## src/rtl/fetch_unit_pkg.sv

```systemverilog
// fetch_unit_pkg: shared definitions for the instruction fetch unit.
//   fetch_state_t : sequencing state (IDLE, ARMED, RUN, HALT)
//   kJumpTarg     : absolute jump targets, indexed by decoder PCTarg
//   kBrOff        : 8-bit two's complement branch offsets, indexed by PCTarg
package fetch_unit_pkg;

   typedef enum logic [1:0] {
      IDLE  = 2'd0,
      ARMED = 2'd1,
      RUN   = 2'd2,
      HALT  = 2'd3
   } fetch_state_t;

   localparam int unsigned kJumpTarg [4] = '{0, 32, 64, 128};

   localparam logic signed [7:0] kBrOff [4] = '{8'sd2, 8'sd4, -8'sd4, -8'sd16};

endpackage

```

## src/rtl/fetch_unit_if.sv

```systemverilog
// fetch_unit_if: handshake and sequencing bundle between the fetch unit, the
// control decoder / ALU, and the testbench.
//   Start, Stall, Jump, BranchEn, Zero, PCTarg, Ack : into the fetch unit
//   ProgCtr, Running, Done, CycleCt                 : out of the fetch unit
// Modports: master drives the inputs and observes outputs, slave is the fetch unit.
interface fetch_unit_if #(
   parameter int unsigned PC_W = 10,
   parameter int unsigned CT_W = 16
);
   logic            Start;
   logic            Stall;
   logic            Jump;
   logic            BranchEn;
   logic            Zero;
   logic [1:0]      PCTarg;
   logic            Ack;
   logic [PC_W-1:0] ProgCtr;
   logic            Running;
   logic            Done;
   logic [CT_W-1:0] CycleCt;

   modport master (
      output Start, Stall, Jump, BranchEn, Zero, PCTarg, Ack,
      input  ProgCtr, Running, Done, CycleCt
   );

   modport slave (
      input  Start, Stall, Jump, BranchEn, Zero, PCTarg, Ack,
      output ProgCtr, Running, Done, CycleCt
   );
endinterface

```

## src/rtl/fetch_unit_target_lut.sv

```systemverilog
// target_lut: combinational decode of the decoder's PCTarg index.
//   pc_targ_i   : LUT index
//   jump_targ_o : absolute jump target, PC_W bits
//   br_off_o    : branch offset sign-extended to PC_W bits
// Kept as its own module so the table can be regenerated independently.
module target_lut
   import fetch_unit_pkg::*;
#(
   parameter int unsigned PC_W = 10
) (
   input  logic [1:0]      pc_targ_i,
   output logic [PC_W-1:0] jump_targ_o,
   output logic [PC_W-1:0] br_off_o
);

   always_comb begin
      jump_targ_o = PC_W'(kJumpTarg[pc_targ_i]);
      // kBrOff is signed, so the width cast sign-extends
      br_off_o    = PC_W'(kBrOff[pc_targ_i]);
   end

endmodule

```

## src/rtl/fetch_unit.sv

```systemverilog
// fetch_unit: program counter, Start/Done handshake and run-cycle counter.
//   Clk     : system clock, rising edge
//   Reset_n : asynchronous active-low reset
//   bus     : fetch_unit_if.slave (decoder inputs, Start/Stall in;
//             ProgCtr, Running, Done, CycleCt out)
module fetch_unit
   import fetch_unit_pkg::*;
#(
   parameter int unsigned PC_W = 10,
   parameter int unsigned CT_W = 16
) (
   input logic          Clk,
   input logic          Reset_n,
   fetch_unit_if.slave  bus
);

   fetch_state_t    state_q, state_d;
   logic [PC_W-1:0] pc_q, pc_d;
   logic            done_q, done_d;
   logic [CT_W-1:0] ct_q, ct_d;
   logic [PC_W-1:0] jump_targ;
   logic [PC_W-1:0] br_off;
   logic            advance;

   target_lut #(
      .PC_W (PC_W)
   ) u_target_lut (
      .pc_targ_i   (bus.PCTarg),
      .jump_targ_o (jump_targ),
      .br_off_o    (br_off)
   );

   // A RUN cycle that is not stalled; only these cycles act on decoder inputs.
   assign advance = (state_q == RUN) && !bus.Stall;

   // State register
   always_ff @(posedge Clk or negedge Reset_n) begin
      if (!Reset_n) begin
         state_q <= IDLE;
      end else begin
         state_q <= state_d;
      end
   end

   // Next-state logic
   always_comb begin
      state_d = state_q;
      unique case (state_q)
         IDLE:    if (bus.Start)          state_d = ARMED;
         ARMED:   if (!bus.Start)         state_d = RUN;
         RUN:     if (advance && bus.Ack) state_d = HALT;
         HALT:    if (bus.Start)          state_d = ARMED;
         default:                         state_d = IDLE;
      endcase
   end

   // FSM outputs
   always_comb begin
      bus.Running = (state_q == RUN);
   end

   // Next PC: Ack > Jump > taken branch > increment. Arithmetic wraps mod 2^PC_W.
   always_comb begin
      pc_d = pc_q;
      unique case (state_q)
         IDLE, ARMED: pc_d = '0;
         RUN: begin
            if (advance && !bus.Ack) begin
               if (bus.Jump) begin
                  pc_d = jump_targ;
               end else if (bus.BranchEn && bus.Zero) begin
                  pc_d = pc_q + br_off;
               end else begin
                  pc_d = pc_q + PC_W'(1);
               end
            end
         end
         HALT:    if (bus.Start) pc_d = '0;
         default: pc_d = '0;
      endcase
   end

   // Done tracks the HALT state one edge later, i.e. it is the registered state.
   always_comb begin
      done_d = (state_d == HALT);
   end

   // Cycle counter: cleared on ARMED entry, saturating count of advancing cycles.
   always_comb begin
      ct_d = ct_q;
      if ((state_d == ARMED) && (state_q != ARMED)) begin
         ct_d = '0;
      end else if (advance && (ct_q != '1)) begin
         ct_d = ct_q + CT_W'(1);
      end
   end

   always_ff @(posedge Clk or negedge Reset_n) begin
      if (!Reset_n) begin
         pc_q   <= '0;
         done_q <= 1'b0;
         ct_q   <= '0;
      end else begin
         pc_q   <= pc_d;
         done_q <= done_d;
         ct_q   <= ct_d;
      end
   end

   assign bus.ProgCtr = pc_q;
   assign bus.Done    = done_q;
   assign bus.CycleCt = ct_q;

endmodule

```

## src/flat_wrapper.sv

```systemverilog
// flat-port wrapper written by rule: the top's interface ports become plain ports
module fetch_unit_flat import fetch_unit_pkg::*;
#(
   parameter int unsigned PC_W = 10,
   parameter int unsigned CT_W = 16
)
  (Clk, Reset_n, bus_Start, bus_Stall, bus_Jump, bus_BranchEn, bus_Zero, bus_PCTarg, bus_Ack, bus_ProgCtr, bus_Running, bus_Done, bus_CycleCt);
  fetch_unit_if #(.PC_W(PC_W), .CT_W(CT_W)) bus_i ();
  input logic Clk;
  input logic Reset_n;
  input wire logic [$bits(bus_i.Start)-1:0] bus_Start;
  input wire logic [$bits(bus_i.Stall)-1:0] bus_Stall;
  input wire logic [$bits(bus_i.Jump)-1:0] bus_Jump;
  input wire logic [$bits(bus_i.BranchEn)-1:0] bus_BranchEn;
  input wire logic [$bits(bus_i.Zero)-1:0] bus_Zero;
  input wire logic [$bits(bus_i.PCTarg)-1:0] bus_PCTarg;
  input wire logic [$bits(bus_i.Ack)-1:0] bus_Ack;
  output wire logic [$bits(bus_i.ProgCtr)-1:0] bus_ProgCtr;
  output wire logic [$bits(bus_i.Running)-1:0] bus_Running;
  output wire logic [$bits(bus_i.Done)-1:0] bus_Done;
  output wire logic [$bits(bus_i.CycleCt)-1:0] bus_CycleCt;
  assign bus_i.Start = bus_Start;
  assign bus_i.Stall = bus_Stall;
  assign bus_i.Jump = bus_Jump;
  assign bus_i.BranchEn = bus_BranchEn;
  assign bus_i.Zero = bus_Zero;
  assign bus_i.PCTarg = bus_PCTarg;
  assign bus_i.Ack = bus_Ack;
  assign bus_ProgCtr = bus_i.ProgCtr;
  assign bus_Running = bus_i.Running;
  assign bus_Done = bus_i.Done;
  assign bus_CycleCt = bus_i.CycleCt;
  fetch_unit #(.PC_W(PC_W), .CT_W(CT_W)) u_core (.Clk(Clk), .Reset_n(Reset_n), .bus(bus_i));
endmodule
```

## config.mk

```make
export PLATFORM = sky130hd
export DESIGN_NAME = fetch_unit_flat
export DESIGN_NICKNAME = d
export VERILOG_FILES = /design/src/rtl/fetch_unit_pkg.sv /design/src/rtl/fetch_unit_if.sv /design/src/rtl/fetch_unit_target_lut.sv /design/src/rtl/fetch_unit.sv /design/src/flat_wrapper.sv
export SDC_FILE = /design/constraint.sdc
export NUM_CORES = 1
export LEC_CHECK = 0
export BUFFER_PORTS_ARGS = -buffer_cell sky130_fd_sc_hd__buf_2
export CORE_ASPECT_RATIO = 0.6
export CORE_MARGIN = 10
export CORE_UTILIZATION = 45
export DETAILED_ROUTE_END_ITERATION = 10
export PLACE_DENSITY = 0.7
export SLEW_MARGIN = 20
export SYNTH_ARGS = -nofsm -noshare
export SYNTH_HDL_FRONTEND = slang
export SYNTH_SLANG_ARGS = --single-unit
export TNS_END_PERCENT = 100
```

## constraint.sdc

```tcl
create_clock -name Clk -period 3.1 [get_ports Clk]
set_input_delay 0.31 -clock Clk [delete_from_list [all_inputs] [get_ports Clk]]
set_output_delay 0.31 -clock Clk [all_outputs]
set_load 0.03 [all_outputs]
```

==> flow_summary_export.csv, run 1 <==
group,metric,value,unit
synth,yosysTopAreaCell,"dfrtp_1",
clock_tree,cts-resized-gates,0,
clock_tree,numCtsBuffers,5,
die,start_util,0.465,
setup_path,worstPathArrival,2.70,ns
grt,grt_first_pass_wirelength,7390,µm
placed_design,pre_cts_ws,0.387,ns
power,switching_share,0.399,
drt,viasPerCell,5.16,
timing,timing.fmax,0.393,GHz
drt,via_count,1604,
placed_design,gp_congestion,0.911,
clock_tree,cts_tree,"built",
timing,max_slew_margin,0.566,
power,peakVddDrop,619,µV
power,p_seq_frac,0.392,
synth,synth_seq_cells,29,
synth,avgSynthCellArea,9.11,µm²
synth,synth_edf_count,0,
final_layout,n_antenna_cell,0,
synth,syn_area,1900,µm²
synth,yosys.area.top_type_share,0.381,
synth,ys.flop_type,"dfrtp_1",
outcome,status,"complete, no violations",
drt,wl_per_cell,14.4,µm
timing,period_needed,2.54,ns
timing,final_hold_viol_count,0,
drt,drtIter0Drc,144,
clock_tree,cts_hold_buf,0,
final_layout,areaGrowthSynthToFinish,17.7,%
grt,grt_pass1_vias,1481,
setup_path,required,3.26,ns
clock_tree,h-tree-depth,2,
clock_tree,cts.sinks,29,
grt,grt_overflow,0,
timing,finalSetupTns,0,ns
final_layout,finish.net_count,275,
hold_path,min_path_type,"in2async",
synth,synthTopCellsByCount,"dfrtp_1 (29), nor2_1 (23), nand2_1 (16)",
synth,synth_nets,234,
drt,finalWirelength,4480,µm
setup_path,cp_max_fo,5,
synth,ys_top_cells_by_area,"dfrtp_1 (38%), ha_1 (9.2%), xnor2_1 (6.0%)",
die,die_h,70.4,µm
power,p_leak,0.00108,µW
power,combPwrFrac,0.361,
drt,dr.pass1.iters,4,
die,die_area,7320,µm²
timing,rsz0062_at_grt,"false",
clock_tree,clk_latency,0.28,ns
setup_path,end_kind,"flip-flop",
grt,grt_max_degree,30,
power,p_clk_frac,0.246,
placed_design,port-buffer-count,37,
timing,setup_viol,0,
die,std_cell_rows,18,
synth,ys_types,46,
drt,postRouteAntennaNets,0,
synth,ys_warn_count,0,
die,die-width,104,µm
power,internal_power,734,µW
synth,synth_most_common_cell,"dfrtp_1",
die,num_io_pins,38,
timing,setup_ws,0.557,ns
synth,ys_seq_area_frac,0.381,
power,p_switching,488,µW
grt,antenna_found_initial,0,
grt,track_usage,0.120,
placed_design,dpl.hpwl,3470,µm
synth,synthArstFlopShare,1.00,
timing,slew_viol_final,0,
clock_tree,clkTransAtPathRegs,0.07,ns
synth,syn_inst,209,
timing,finalClockSkew,0.00736,ns
power,powerDensity,545,nW/µm²
clock_tree,cts_setup_buffers,0,
clock_tree,cts-root-buf,"clkbuf_8",
run,max_cap_viol_count,0,
setup_path,criticalPathCategory,"reg2reg",
drt,drc,0,
clock_tree,cts.path.max_buffers,2,
setup_path,start_kind,"flip-flop",
die,core_area,4100,µm²
final_layout,drive_gt1_frac,0.219,
timing,post-route-period-util,0.820,
timing,worst_slew_pin_slew,0.651,ns
## cell usage in the layout (no fill, tap or decap), types with 2 or more instances in the layout
cell type  instances
a21o_1             2
a21oi_1            8
a221o_1            2
a31o_2             2
a31oi_1            2
and3_1             4
buf_2             37
buf_4              2
clkbuf_8           5
clkinv_2           2
dfrtp_1           29
ha_1              14
inv_1             11
mux2i_1            2
nand2_1           16
nand2b_1           3
nand3_1            8
nand4_1            5
nor2_1            23
nor2b_1            3
nor3_1             6
nor3b_1            2
nor4_1             4
nor4b_1            2
o211ai_1           4
o21ai_0           11
or2_2              2
or3_1              2
or4_1              3
xnor2_1           13
xor2_1             4
## layer usage
layer,vias to the layer above,part of all wire,track usage
met4,0,0.0038,0.0323
met2,33,0.40,0.165
met5,-,0,0
met1,735,0.56,0.176
met3,2,0.035,0.0302
li1,834,-,-
## area by class of cell
| type | count | area, µm² |
|---|---|---|
| clock buffers | 6 | 72.6 |
| clock inverters | 2 | 10.0 |
| fillers | 396 | 1860 |
| inverters | 12 | 45.0 |
| multi-input cells | 163 | 1110 |
| flip-flops and latches | 29 | 726 |
| well taps | 60 | 75.1 |
| repair buffers | 39 | 200 |
## per-stage QoR
step                      utilization  power [µW]  instance area [µm²]  cells  hold slack (ns)
after global routing            0.547        1300                 2240    311            0.112
after CTS                       0.547        1230                 2240    311           0.0869
after detailed placement        0.527         924                 2160    303            0.390
after global placement          0.527         924                 2160    303            0.386
after floorplan                     -         798                 1900    209           0.0144
final                           0.547        1220                 2240    311           0.0567
## critical path, stage by stage, from the launching register on
cell      delay, ns
dfrtp_1        0.38
ha_1           0.26
inv_1          0.08
fa_1           0.39
nand2b_1       0.18
a21oi_1        0.39
nand4_1        0.18
a31o_2         0.27
a221o_1        0.29
## power by group through the flow
stage	sequential (µW)	clock [µW]	combinational [µW]
2_1_floorplan	531	0	268
3_3_place_gp	482	0	442
3_5_place_dp	482	0	442
4_1_cts	477	308	444
5_1_grt	485	325	492
6_report	480	301	442
## worst paths after layout
| path | from | to | slack (ns) | depth (start not counted) |
|---|---|---|---|---|
| max | u_core.bus.ProgCtr[0] | u_core.bus.ProgCtr[6] | 0.56 | 8 |
| min reg2reg | u_core.bus.ProgCtr[8] | u_core.bus.ProgCtr[8] | 0.53 | 2 |
| min in group Clk | bus_Start | u_core.state_q[1] | 0.29 | 2 |
| max in group asynchronous | Reset_n | u_core.bus.ProgCtr[1] | 2.61 | 1 |
| max reg2reg | u_core.bus.ProgCtr[0] | u_core.bus.ProgCtr[6] | 0.56 | 8 |
| min | Reset_n | u_core.bus.Done | 0.06 | 1 |
## cell families after synthesis
kind of cell | Yosys count | synth area share
AND/OR/NAND/NOR | 88 | 0.244
AO/OA/AOI/OAI | 40 | 0.143
flip-flops | 29 | 0.381
XOR/XNOR | 17 | 0.0782
buffers and inverters | 17 | 0.0342
adder cells (fa/ha/maj) | 15 | 0.102
multiplexers | 3 | 0.0164
## state kept, by name, indices dropped and copies added, names as in the netlist
signal	cells
u_core.bus.Done	1
u_core.bus.ProgCtr	10
u_core.bus.CycleCt	16
u_core.state_q	2
No activity file was read; power rests on OpenSTA's default activity.
==> run 2: changes to the inputs <==
==> constraint.sdc (replaced) <==
create_clock -name Clk -period 2.34 [get_ports Clk]
set_input_delay 0.234 -clock Clk [delete_from_list [all_inputs] [get_ports Clk]]
set_output_delay 0.234 -clock Clk [all_outputs]
set_load 0.03 [all_outputs]
==> run 2 against run 1 <==
The run now ends with hold timing left; via count grew 6.9%; global-route usage increased by 0.84 points; register-to-register slack got worse by 0.41 ns; worst setup slack worse by 0.44 ns; final area increased by 4.7%; critical path type is now in2reg; largest cell class unchanged.
==> flow_summary_export.csv, run 2 (synthesis gave the netlist of run 1 again) <==
group,metric,value,unit
placed_design,dp.cells,316,
timing,finalClockSkew,0.00936,ns
grt,grt_overflow,0,
timing,period_needed,2.22,ns
final_layout,final_cell_mix,"buf_2 (37), dfrtp_1 (28), nor2_1 (23)",
die,die_area,7320,µm²
drt,finalWirelength,4630,µm
timing,setup_viol,0,
hold_path,min_path_type,"in2async",
timing,finalSetupTns,0,ns
timing,setup_ws,0.118,ns
die,num_io_pins,38,
clock_tree,clk_latency,0.28,ns
grt,track_usage,0.128,
final_layout,fill_cells,378,
drt,viasPerCell,5.29,
clock_tree,h-tree-depth,2,
placed_design,dpl.hpwl,3700,µm
drt,drc,0,
clock_tree,clkTransAtPathRegs,0.07,ns
setup_path,reg2reg_depth,8,
setup_path,worstPathArrival,2.39,ns
setup_path,required,2.51,ns
setup_path,end_kind,"flip-flop",
placed_design,pre_cts_ws,-0.306,ns
final_layout,final_cells,324,
grt,grt_first_pass_wirelength,7780,µm
timing,post-route-period-util,0.949,
final_layout,drive_gt1_frac,0.269,
setup_path,criticalPathCategory,"in2reg",
timing,slew_viol_final,0,
clock_tree,cts-root-buf,"clkbuf_8",
power,powerDensity,693,nW/µm²
die,start_util,0.465,
outcome,status,"finished, violations left",
drt,via_count,1715,
grt,antenna_found_initial,0,
power,p_leak,0.00114,µW
timing,worst_slew_pin_slew,0.636,ns
timing,max_slew_margin,0.576,
drt,postRouteAntennaNets,0,
die,die_h,70.4,µm
timing,timing.fmax,0.450,GHz
clock_tree,cts_setup_buffers,0,
timing,final_hold_viol_count,29,
setup_path,cp_max_fo,3,
run,max_cap_viol_count,0,
grt,grt_pass1_vias,1554,
final_layout,layout_commonest_cell,"buf_2",
outcome,violations,"hold timing",
drt,dr.pass1.iters,4,
drt,wl_per_cell,14.3,µm
final_layout,areaGrowthSynthToFinish,23.3,%
power,peakVddDrop,736,µV
final_layout,utilization,0.573,
grt,grt_max_degree,30,
clock_tree,cts.sinks,29,
placed_design,port-buffer-count,37,
clock_tree,numCtsBuffers,5,
drt,drtIter0Drc,159,
placed_design,gp_congestion,0.798,
clock_tree,cts_tree,"built",
setup_path,start_kind,"primary input",
timing,rsz0062_at_grt,"false",
final_layout,finish.net_count,288,
clock_tree,cts.path.max_buffers,2,
die,std_cell_rows,18,
die,core_area,4100,µm²
timing,hold_ws,-0.0298,ns
final_layout,n_antenna_cell,0,
power,p_total,1630,µW
die,die-width,104,µm
final_layout,largest_reg_flops,16,
run 2: path summary, 6_finish.rpt:
kind	from	to	slack [ns]
max in group asynchronous	Reset_n	u_core.bus.ProgCtr[0]	1.91
worst min register to register	u_core.bus.ProgCtr[8]	u_core.bus.ProgCtr[8]	0.53
min in group Clk	bus_Start	u_core.state_q[1]	0.21
worst max register to register	u_core.bus.ProgCtr[0]	u_core.bus.ProgCtr[6]	0.15
worst min-delay path	Reset_n	u_core.bus.CycleCt[9]	-0.03
worst max-delay path	bus_PCTarg[1]	u_core.bus.ProgCtr[6]	0.12
run 2: what timing repair did:
action	CTS	global route
pin swaps	0	0
gates resized for setup	1	3
endpoints found under the setup margin	1	3
hold buffers	0	0
run 2: per-layer routing:
| metal | part of all wire | vias up | GRT usage |
|---|---|---|---|
| li1 | - | 862 | - |
| met1 | 0.52 | 784 | 0.192 |
| met5 | 0 | - | 0 |
| met3 | 0.077 | 6 | 0.0321 |
| met4 | 0.013 | 0 | 0.0415 |
| met2 | 0.39 | 63 | 0.169 |
run 2: power by group:
group          switching (µW)  internal (µW)
Clock                     187            206
Sequential               74.7            561
Combinational             378            220
run 2: cell type report:
type | instances | area, µm² | area share
well taps | 60 | 75.1 | 0.0320
repair buffers | 52 | 298 | 0.127
clock inverters | 2 | 10.0 | 0.00426
flip-flops and latches | 29 | 727 | 0.310
multi-input cells | 163 | 1120 | 0.477
inverters | 12 | 45.0 | 0.0192
clock buffers | 6 | 72.6 | 0.0309
run 2: metrics by stage:
step / area [µm²] / hold WS (ns)
global route: 2350 / 0.0218
global placement: 2260 / 0.309
finish: 2350 / -0.0298
CTS: 2340 / 0.00117
floorplan: 1910 / -0.0616
detailed placement: 2260 / 0.303
run 2: critical path: stages:
cell and delay, ns:
buf_2 0.11, buf_4 0.13, ha_1 0.19, and3_1 0.18, ha_1 0.29, buf_4 0.15, nor2_1 0.10, a21oi_2 0.06
or4_4 0.43, a31o_2 0.24, a221o_1 0.28
